**src/rtl/audio_pkg.sv**
```systemverilog
// Shared audio definitions for the PDM capture and PWM playback paths.
// PCM sample width, full-scale limits and a saturating narrowing helper.
package audio_pkg;

    localparam int PCM_W = 16;

    localparam logic signed [PCM_W-1:0] PCM_MAX = 16'sh7FFF;
    localparam logic signed [PCM_W-1:0] PCM_MIN = 16'sh8000;

    // Narrow an 18-bit signed value to PCM width, clamping at full scale.
    function automatic logic signed [PCM_W-1:0] pcm_sat(
        input logic signed [PCM_W+1:0] v
    );
        if (v > 18'sd32767) begin
            return PCM_MAX;
        end
        if (v < -18'sd32768) begin
            return PCM_MIN;
        end
        return v[PCM_W-1:0];
    endfunction

endpackage

```
**src/rtl/mic_clk_gen.sv**
```systemverilog
// Microphone clock generator: divides clk by CLK_DIV into a 50 % mic_clk
// data pin and a one-cycle strobe on the last clk of each high phase.
// Ports: clk, reset (sync, active high), en, mic_clk, strobe.
module mic_clk_gen #(
    parameter int CLK_DIV = 50
) (
    input  logic clk,
    input  logic reset,
    input  logic en,
    output logic mic_clk,
    output logic strobe
);

    localparam int DW = $clog2(CLK_DIV);

    logic [DW-1:0] div;

    always_ff @(posedge clk) begin
        if (reset || !en) begin
            div <= '0;
        end else if (div == DW'(CLK_DIV - 1)) begin
            div <= '0;
        end else begin
            div <= div + 1'b1;
        end
    end

    // Gated by en so the pin parks low in the same cycle en drops.
    assign mic_clk = en && (div >= DW'(CLK_DIV / 2));
    assign strobe  = en && (div == DW'(CLK_DIV - 1));

endmodule

```
**src/rtl/pdm_mic_rx.sv**
```systemverilog
// PDM microphone receiver: synchronizes the 1-bit stream, boxcar-decimates
// DECIM bits per sample into signed PCM, delivers it over valid/ready.
// Ports: clk, reset, en, mic_data in; mic_clk, mic_lrsel, pcm, pcm_valid,
// overrun out; pcm_ready in.
module pdm_mic_rx
    import audio_pkg::*;
#(
    parameter int CLK_DIV = 50,
    parameter int DECIM   = 256
) (
    input  logic                    clk,
    input  logic                    reset,
    input  logic                    en,
    input  logic                    mic_data,
    output logic                    mic_clk,
    output logic                    mic_lrsel,
    output logic signed [PCM_W-1:0] pcm,
    output logic                    pcm_valid,
    input  logic                    pcm_ready,
    output logic                    overrun
);

    localparam int LOG2D = $clog2(DECIM);
    localparam int OW    = LOG2D + 1;
    localparam int XW    = PCM_W + 2;
    localparam int SH    = PCM_W - LOG2D;

    logic                    strobe;
    logic                    mic_s1;
    logic                    mic_s2;
    logic [LOG2D-1:0]        bit_cnt;
    logic [OW-1:0]           ones;
    logic [OW-1:0]           ones_tot;
    logic                    last_bit;
    logic                    complete;
    logic signed [XW-1:0]    diff;
    logic signed [XW-1:0]    scaled;
    logic signed [PCM_W-1:0] sample;

    mic_clk_gen #(
        .CLK_DIV(CLK_DIV)
    ) u_clk_gen (
        .clk    (clk),
        .reset  (reset),
        .en     (en),
        .mic_clk(mic_clk),
        .strobe (strobe)
    );

    assign mic_lrsel = 1'b0;

    always_ff @(posedge clk) begin
        if (reset) begin
            mic_s1 <= 1'b0;
            mic_s2 <= 1'b0;
        end else begin
            mic_s1 <= mic_data;
            mic_s2 <= mic_s1;
        end
    end

    // The closing bit is folded in here, so the new window starts empty.
    assign ones_tot = ones + OW'(mic_s2);
    assign last_bit = (bit_cnt == LOG2D'(DECIM - 1));
    assign complete = strobe && last_bit;

    assign diff   = $signed(XW'(ones_tot)) - $signed(XW'(DECIM / 2));
    assign scaled = diff <<< SH;
    assign sample = pcm_sat(scaled);

    always_ff @(posedge clk) begin
        if (reset || !en) begin
            ones    <= '0;
            bit_cnt <= '0;
        end else if (strobe) begin
            if (last_bit) begin
                ones    <= '0;
                bit_cnt <= '0;
            end else begin
                ones    <= ones_tot;
                bit_cnt <= bit_cnt + 1'b1;
            end
        end
    end

    // A completing sample may replace a held one only when it is being
    // accepted in the same cycle; otherwise it is dropped and flagged.
    always_ff @(posedge clk) begin
        if (reset) begin
            pcm       <= '0;
            pcm_valid <= 1'b0;
            overrun   <= 1'b0;
        end else if (complete) begin
            if (pcm_valid && !pcm_ready) begin
                overrun <= 1'b1;
            end else begin
                pcm       <= sample;
                pcm_valid <= 1'b1;
            end
        end else if (pcm_valid && pcm_ready) begin
            pcm_valid <= 1'b0;
        end
    end

endmodule

```
**config.mk**
```make
export PLATFORM = sky130hd
export DESIGN_NAME = pdm_mic_rx
export DESIGN_NICKNAME = d
export VERILOG_FILES = /design/src/rtl/audio_pkg.sv /design/src/rtl/mic_clk_gen.sv /design/src/rtl/pdm_mic_rx.sv
export SDC_FILE = /design/constraint.sdc
export NUM_CORES = 1
export LEC_CHECK = 0
export CELL_PAD_IN_SITES_DETAIL_PLACEMENT = 0
export CELL_PAD_IN_SITES_GLOBAL_PLACEMENT = 2
export CORE_MARGIN = 4
export CORE_UTILIZATION = 35
export DETAILED_ROUTE_END_ITERATION = 12
export GPL_TIMING_DRIVEN = 0
export PLACE_DENSITY_LB_ADDON = 0.1
export SYNTH_ARGS = -nofsm -noshare
export SYNTH_HDL_FRONTEND = slang
export SYNTH_SLANG_ARGS = --single-unit
```
**constraint.sdc**
```tcl
create_clock -name clk -period 5 [get_ports clk]
set_clock_uncertainty 0.1 [all_clocks]
set_input_delay 0.5 -clock clk [delete_from_list [all_inputs] [get_ports clk]]
set_output_delay 0.5 -clock clk [all_outputs]
set_load 0.02 [all_outputs]
```
==> flow_summary.toml, run 1 <==
[clock_tree]
cts_buffer_depth = 2
cts_buffers = 5
clock_sinks = 36
ctsHtreeMaxLevel = 2
post_cts_resize_count = 0
clk-insertion-delay-late_ps = 280
cts_hold_buf = 0
cts_tree = "built"
post_cts_buffers = 0
cts.clk_slew.worst_paths_ps = 70
root_buffer = "clkbuf_8"

[power_and_ir_drop]
p_leak_nw = 0.778
p_per_area_nw_per_um2 = 258
irDropWorstVdd_mv = 0.141

[timing]
period_needed_ps = 2460
rsz0062_at_grt = "false"
layout_setup_ws_ps = 2540
relSlewSlack_pct = 45.0
finalSetupViolations = 0
slew_violations = 0
fin_crit_sh_pct = 49.3
timing.fmax_mhz = 406
hold_viol_final = 0
tightest_slew_ps = 818
setup_tns_ps = 0

[placed_design]
hpwl_um = 3110
port-buffer-count = 23
place_congestion = 0.811
place_ws_ps = 2550

[synthesis]
synth_top_cells_by_count = "36 x dfxtp_1, 22 x a21oi_1, 18 x nor2_1"
synth_edf_count = 0
netlist_instances = 211
yosys_warnings = 0
ys_ff_latch = 36
synth_fp_nets = 223
yosysMostFrequentCell = "dfxtp_1"
ys_top_cells_by_area = "dfxtp_1 40%, a21oi_1 6.0%, ha_1 4.8%"
synth.top_cell.area_share_pct = 39.6
syn_area_um2 = 1820
synth_cell_type_count = 42
synthArstFlopShare_pct = 0
synth_area_leader_cell = "dfxtp_1"
synth_flop_cell = "dfxtp_1"
syn_area_per_cell_um2 = 8.63
ys_seq_area_share_pct = 39.6

[critical_path]
critPathKind = "register to primary output"
cp-start-kind = "register"
worstPathRequired_ps = 4400
crit_path_top_delay_cell = "clkdlybuf4s50_1"
cp-end-kind = "primary output"
arrival_ps = 1860
slowest_delay_ps = 590
timing.rr.end = "pcm[9]"
crit_fanout = 5
reg2reg_depth = 6
reg2reg_slack_ps = 2850
crit_chain = "ha_1 -> nor2_1 -> a21oi_1 -> o21a_1 -> clkdlybuf4s50_1"
r2r-start = "u_clk_gen.div[0]"

[route]
top_layer = "met4"
met1Wirelength_um = 2080
drc = 0
vias_per_cell = 5.20
dr.pass1.iters = 4
ant_nets = 0
wl_met2_um = 1830
vias = 1606
wire_per_inst_um = 13.6
drtIter0Drc = 83
finalWirelength_um = 4190
met3_length_um = 252

[global_route]
grt_usage_pct = 13.9
grt_max_degree = 12
grt_pass1_vias = 1436
antenna_found_initial = 0
grt_remaining_overflow = 0
grt_pass1_wl_um = 6980

[floorplan]
start_util_pct = 37.3
die_x_um = 80.1
die-area_um2 = 6420
pin_count = 25
die_y_um = 80.1
core_area_um2 = 4880
fp-row-count = 25

[hold_path]
min_from = "mic_s1"
hp-class = "register to register"
worstHoldPathCells = 1
min_to = "mic_s2"

[finish]
final_core_util_pct = 46.4
nNetsFinal = 253
antennaDiodeCount = 0
area_growth_pct = 24.2
drive_above_1_share_pct = 11.2

[run]
max-cap-violations = 0

[status]
status = "complete, no violations"
## cell families (layout without fill, tap and decap cells)
family | after synthesis | after routing | synth area share (%)
compound gates | 50 | 50 | 17.0
flops | 36 | 36 | 39.6
simple gates | 83 | 83 | 26.0
other cells | 1 | 1 | 0.206
buf+inv | 23 | 54 | 7.14
fa+ha+maj | 7 | 7 | 4.81
xor+xnor | 11 | 11 | 5.29
## cells in the final DEF (no fill, tap or decap), drive strengths merged
master         instances
inv                    6
and3                   3
o21a                   5
a21o                   1
o21ai                  4
nand3                 14
nand4b                 2
nor2                  18
nor4                   3
dfxtp                 36
or3                    3
ha                     7
a22oi                  1
o311ai                 1
xor2                   6
nor3b                  2
clkdlybuf4s50         23
nand3b                 1
conb                   1
bufinv                 1
xnor2                  5
o211ai                 5
o2bb2ai                1
nand4                  4
nor4bb                 1
a31oi                  2
clkbuf                11
nand2b                 2
a21oi                 22
or4b                   1
or4                    1
buf                   13
a211oi                 6
nand2                 16
nor2b                  4
nor3                   8
o31ai                  2
## power breakdown
group	internal [mW]	leakage, nW	switching (mW)
logic	0.00660	0.423	0.0102
clock network	0.176	0.0645	0.102
registers	0.288	0.291	0.00114
## area by class of cell
class	count	area [um2]
clock buffers	7	96.3
repair buffers	23	230
inverters	6	22.5
flip-flops and latches	36	721
fillers	513	2620
clock inverters	1	30.0
multi-input cells	152	971
plain buffers	17	108
well taps	67	83.8
## how the worst max path moves through the flow
stage,endpoint,cells after the start,startpoint
floorplan,pcm[14],6,u_clk_gen.div[0]
CTS,mic_clk,5,u_clk_gen.div[0]
global route,mic_clk,5,u_clk_gen.div[0]
global placement,mic_clk,3,en
finish,mic_clk,5,u_clk_gen.div[0]
detailed placement,mic_clk,3,en
## per-layer routing
layer,up-vias,GRT usage (%)
met2,43,21.3
met1,752,19.0
li1,807,-
met4,0,4.05
met5,-,0
met3,4,3.81
## sequential cells by signal, summed over array words and instances, names as in the netlist
signal	cells
pcm_valid	1
mic_s1	1
pcm	9
mic_s2	1
ones	9
bit_cnt	8
overrun	1
u_clk_gen.div	6
## worst max-delay path: cells and delay by family, from the launching register on
kind / cells / cell delay, ps
buffers and inverters: 1 / 590
flip-flops: 1 / 400
adder cells (fa/ha/maj): 1 / 270
AO/OA/AOI/OAI: 2 / 250
AND/OR/NAND/NOR: 1 / 70
## per-stage QoR
step | hold WS, ps | cells | total power [mW] | cell area [um2]
6_report | 351 | 309 | 0.584 | 2260
5_1_grt | 378 | 309 | 0.613 | 2260
4_1_cts | 357 | 309 | 0.596 | 2260
3_5_place_dp | 340 | 301 | 0.313 | 2140
3_3_place_gp | 338 | 301 | 0.312 | 2140
2_1_floorplan | 314 | 211 | 0.305 | 1820
(Power assumes the default switching activity.)
==> inputs of run 2 (changes only) <==
Settings changed: CORE_UTILIZATION 35 to 29.
Clock period 5 ns to 2.19 ns, I/O delays scaled along.
==> flow_summary.toml, run 2 (synthesis gave the netlist of run 1 again) <==
[finish]
drive_above_1_share_pct = 12.0
fin_cells = 317
nNetsFinal = 253
nFillCells = 655
area_growth_pct = 23.4
final_common_cell = "dfxtp_1"
top_regs = "ones (9), pcm (9), bit_cnt (8)"
final_core_util_pct = 37.3
antennaDiodeCount = 0
layout_common_cells = "35 x dfxtp_1, 22 x a21oi_1, 22 x clkdlybuf4s50_1"

[timing]
finalSetupViolations = 0
hold_slack_ps = 338
period_needed_ps = 2010
rsz0062_at_grt = "false"
tightest_slew_ps = 883
fin_crit_sh_pct = 91.7
relSlewSlack_pct = 40.7
timing.fmax_mhz = 498
hold_viol_final = 0
slew_violations = 0
setup_tns_ps = 0

[clock_tree]
cts_buffers = 5
clk-insertion-delay-late_ps = 280
cts_hold_buf = 0
cts.clk_slew.worst_paths_ps = 70
cts_tree = "built"
ctsHtreeMaxLevel = 2
root_buffer = "clkbuf_8"
post_cts_buffers = 0
cts_buffer_depth = 2
clock_sinks = 36

[critical_path]
worstPathRequired_ps = 2310
cp-end-kind = "register"
slowest_delay_ps = 790
r2r-start = "bit_cnt[4]"
path_delay_family = "simple AND/OR/NAND/NOR gates"
critPathLaunch = "bit_cnt[4]"
critPathKind = "register to register"
crit_fanout = 8
cp-start-kind = "register"
crit_chain = "nand3_1 -> nor3_1 -> o311ai_1 -> a21oi_1"
crit_path_top_delay_cell = "nor3_1"
crit_buf_inv = 0
arrival_ps = 2120

[floorplan]
pin_count = 25
core_area_um2 = 6030
start_util_pct = 30.2
die_x_um = 87.3
die-area_um2 = 7610
fp-row-count = 28
die_y_um = 87.3

[global_route]
grt_usage_pct = 11.9
grt_max_degree = 11
grt_pass1_wl_um = 7170
grt_remaining_overflow = 0
grt_pass1_vias = 1420
antenna_found_initial = 0

[route]
wire_per_inst_um = 13.4
finalWirelength_um = 4260
vias_per_cell = 4.78
drc = 0
dr.pass1.iters = 4
ant_nets = 0
drtIter0Drc = 94
vias = 1516

[status]
status = "complete, no violations"

[power_and_ir_drop]
p_leak_nw = 0.764
p_per_area_nw_per_um2 = 531
irDropWorstVdd_mv = 0.192

[placed_design]
place_congestion = 0.761
dpl.cell_count = 309
port-buffer-count = 23
hpwl_um = 3100

[run]
max-cap-violations = 0

[hold_path]
min_from = "mic_s1"
hp-class = "register to register"
run 2: changes by cell type in the layout (fill, tap and decap cells not counted), sizes merged:
cell | previous run | this run
bufinv | 1 | 0
dlygate4sd2 | 0 | 1
clkdlybuf4s50 | 23 | 22
clkbuf | 11 | 12
run 2: path summary, 6_finish.rpt:
kind | slack (ps) | depth (start not counted) | to
hold reg to reg | 340 | 1 | mic_s2
setup / recovery | 180 | 4 | pcm[11]
hold / removal | 340 | 1 | mic_s2
setup reg to reg | 180 | 4 | pcm[11]
run 2: what timing repair did:
| action | in CTS | in global routing |
|---|---|---|
| setup endpoints to repair | 1 | 9 |
| pin swaps | 0 | 1 |
| resized for setup | 1 | 5 |
run 2: worst reg2reg max path, stage by stage, from the launching register on:
cell and delay, ps:
dfxtp_1 370, nand3_1 240, nor3_1 800, o311ai_1 250, a21oi_1 190
run 2: final cells by class:
cell class	count	area, um2	share of cell area [%]
clock buffer	8	90.1	4.01
timing repair buffer	23	229	10.2
multi-input combinational	152	980	43.6
tap	75	93.8	4.18
sequential	36	722	32.1
inverter	6	22.5	1.00
buffer	17	110	4.90
run 2: routing by layer:
metal / wire length [um] / track usage [%] / vias up / share of wire [%]
met4: 53 / 3.35 / 0 / 1.2
li1: - / - / 800 / -
met5: 0 / 0 / - / 0
met1: 2280 / 17.7 / 674 / 54
met3: 201 / 3.22 / 6 / 4.7
met2: 1720 / 16.8 / 36 / 40
run 2: power by group:
part | switching (mW) | leakage, nW | internal, mW
registers | 0.00250 | 0.291 | 0.658
clock network | 0.237 | 0.0455 | 0.257
logic | 0.0232 | 0.428 | 0.0152
total | 0.263 | 0.764 | 0.930
run 2: metrics by stage:
stage	worst slack, ps	power (mW)	area, um2
2_1_floorplan	315	0.696	1820
3_3_place_gp	-36.1	0.715	2150
3_5_place_dp	8.42	0.714	2150
4_1_cts	10.1	1.22	2230
5_1_grt	0.989	1.25	2250
6_report	183	1.19	2250
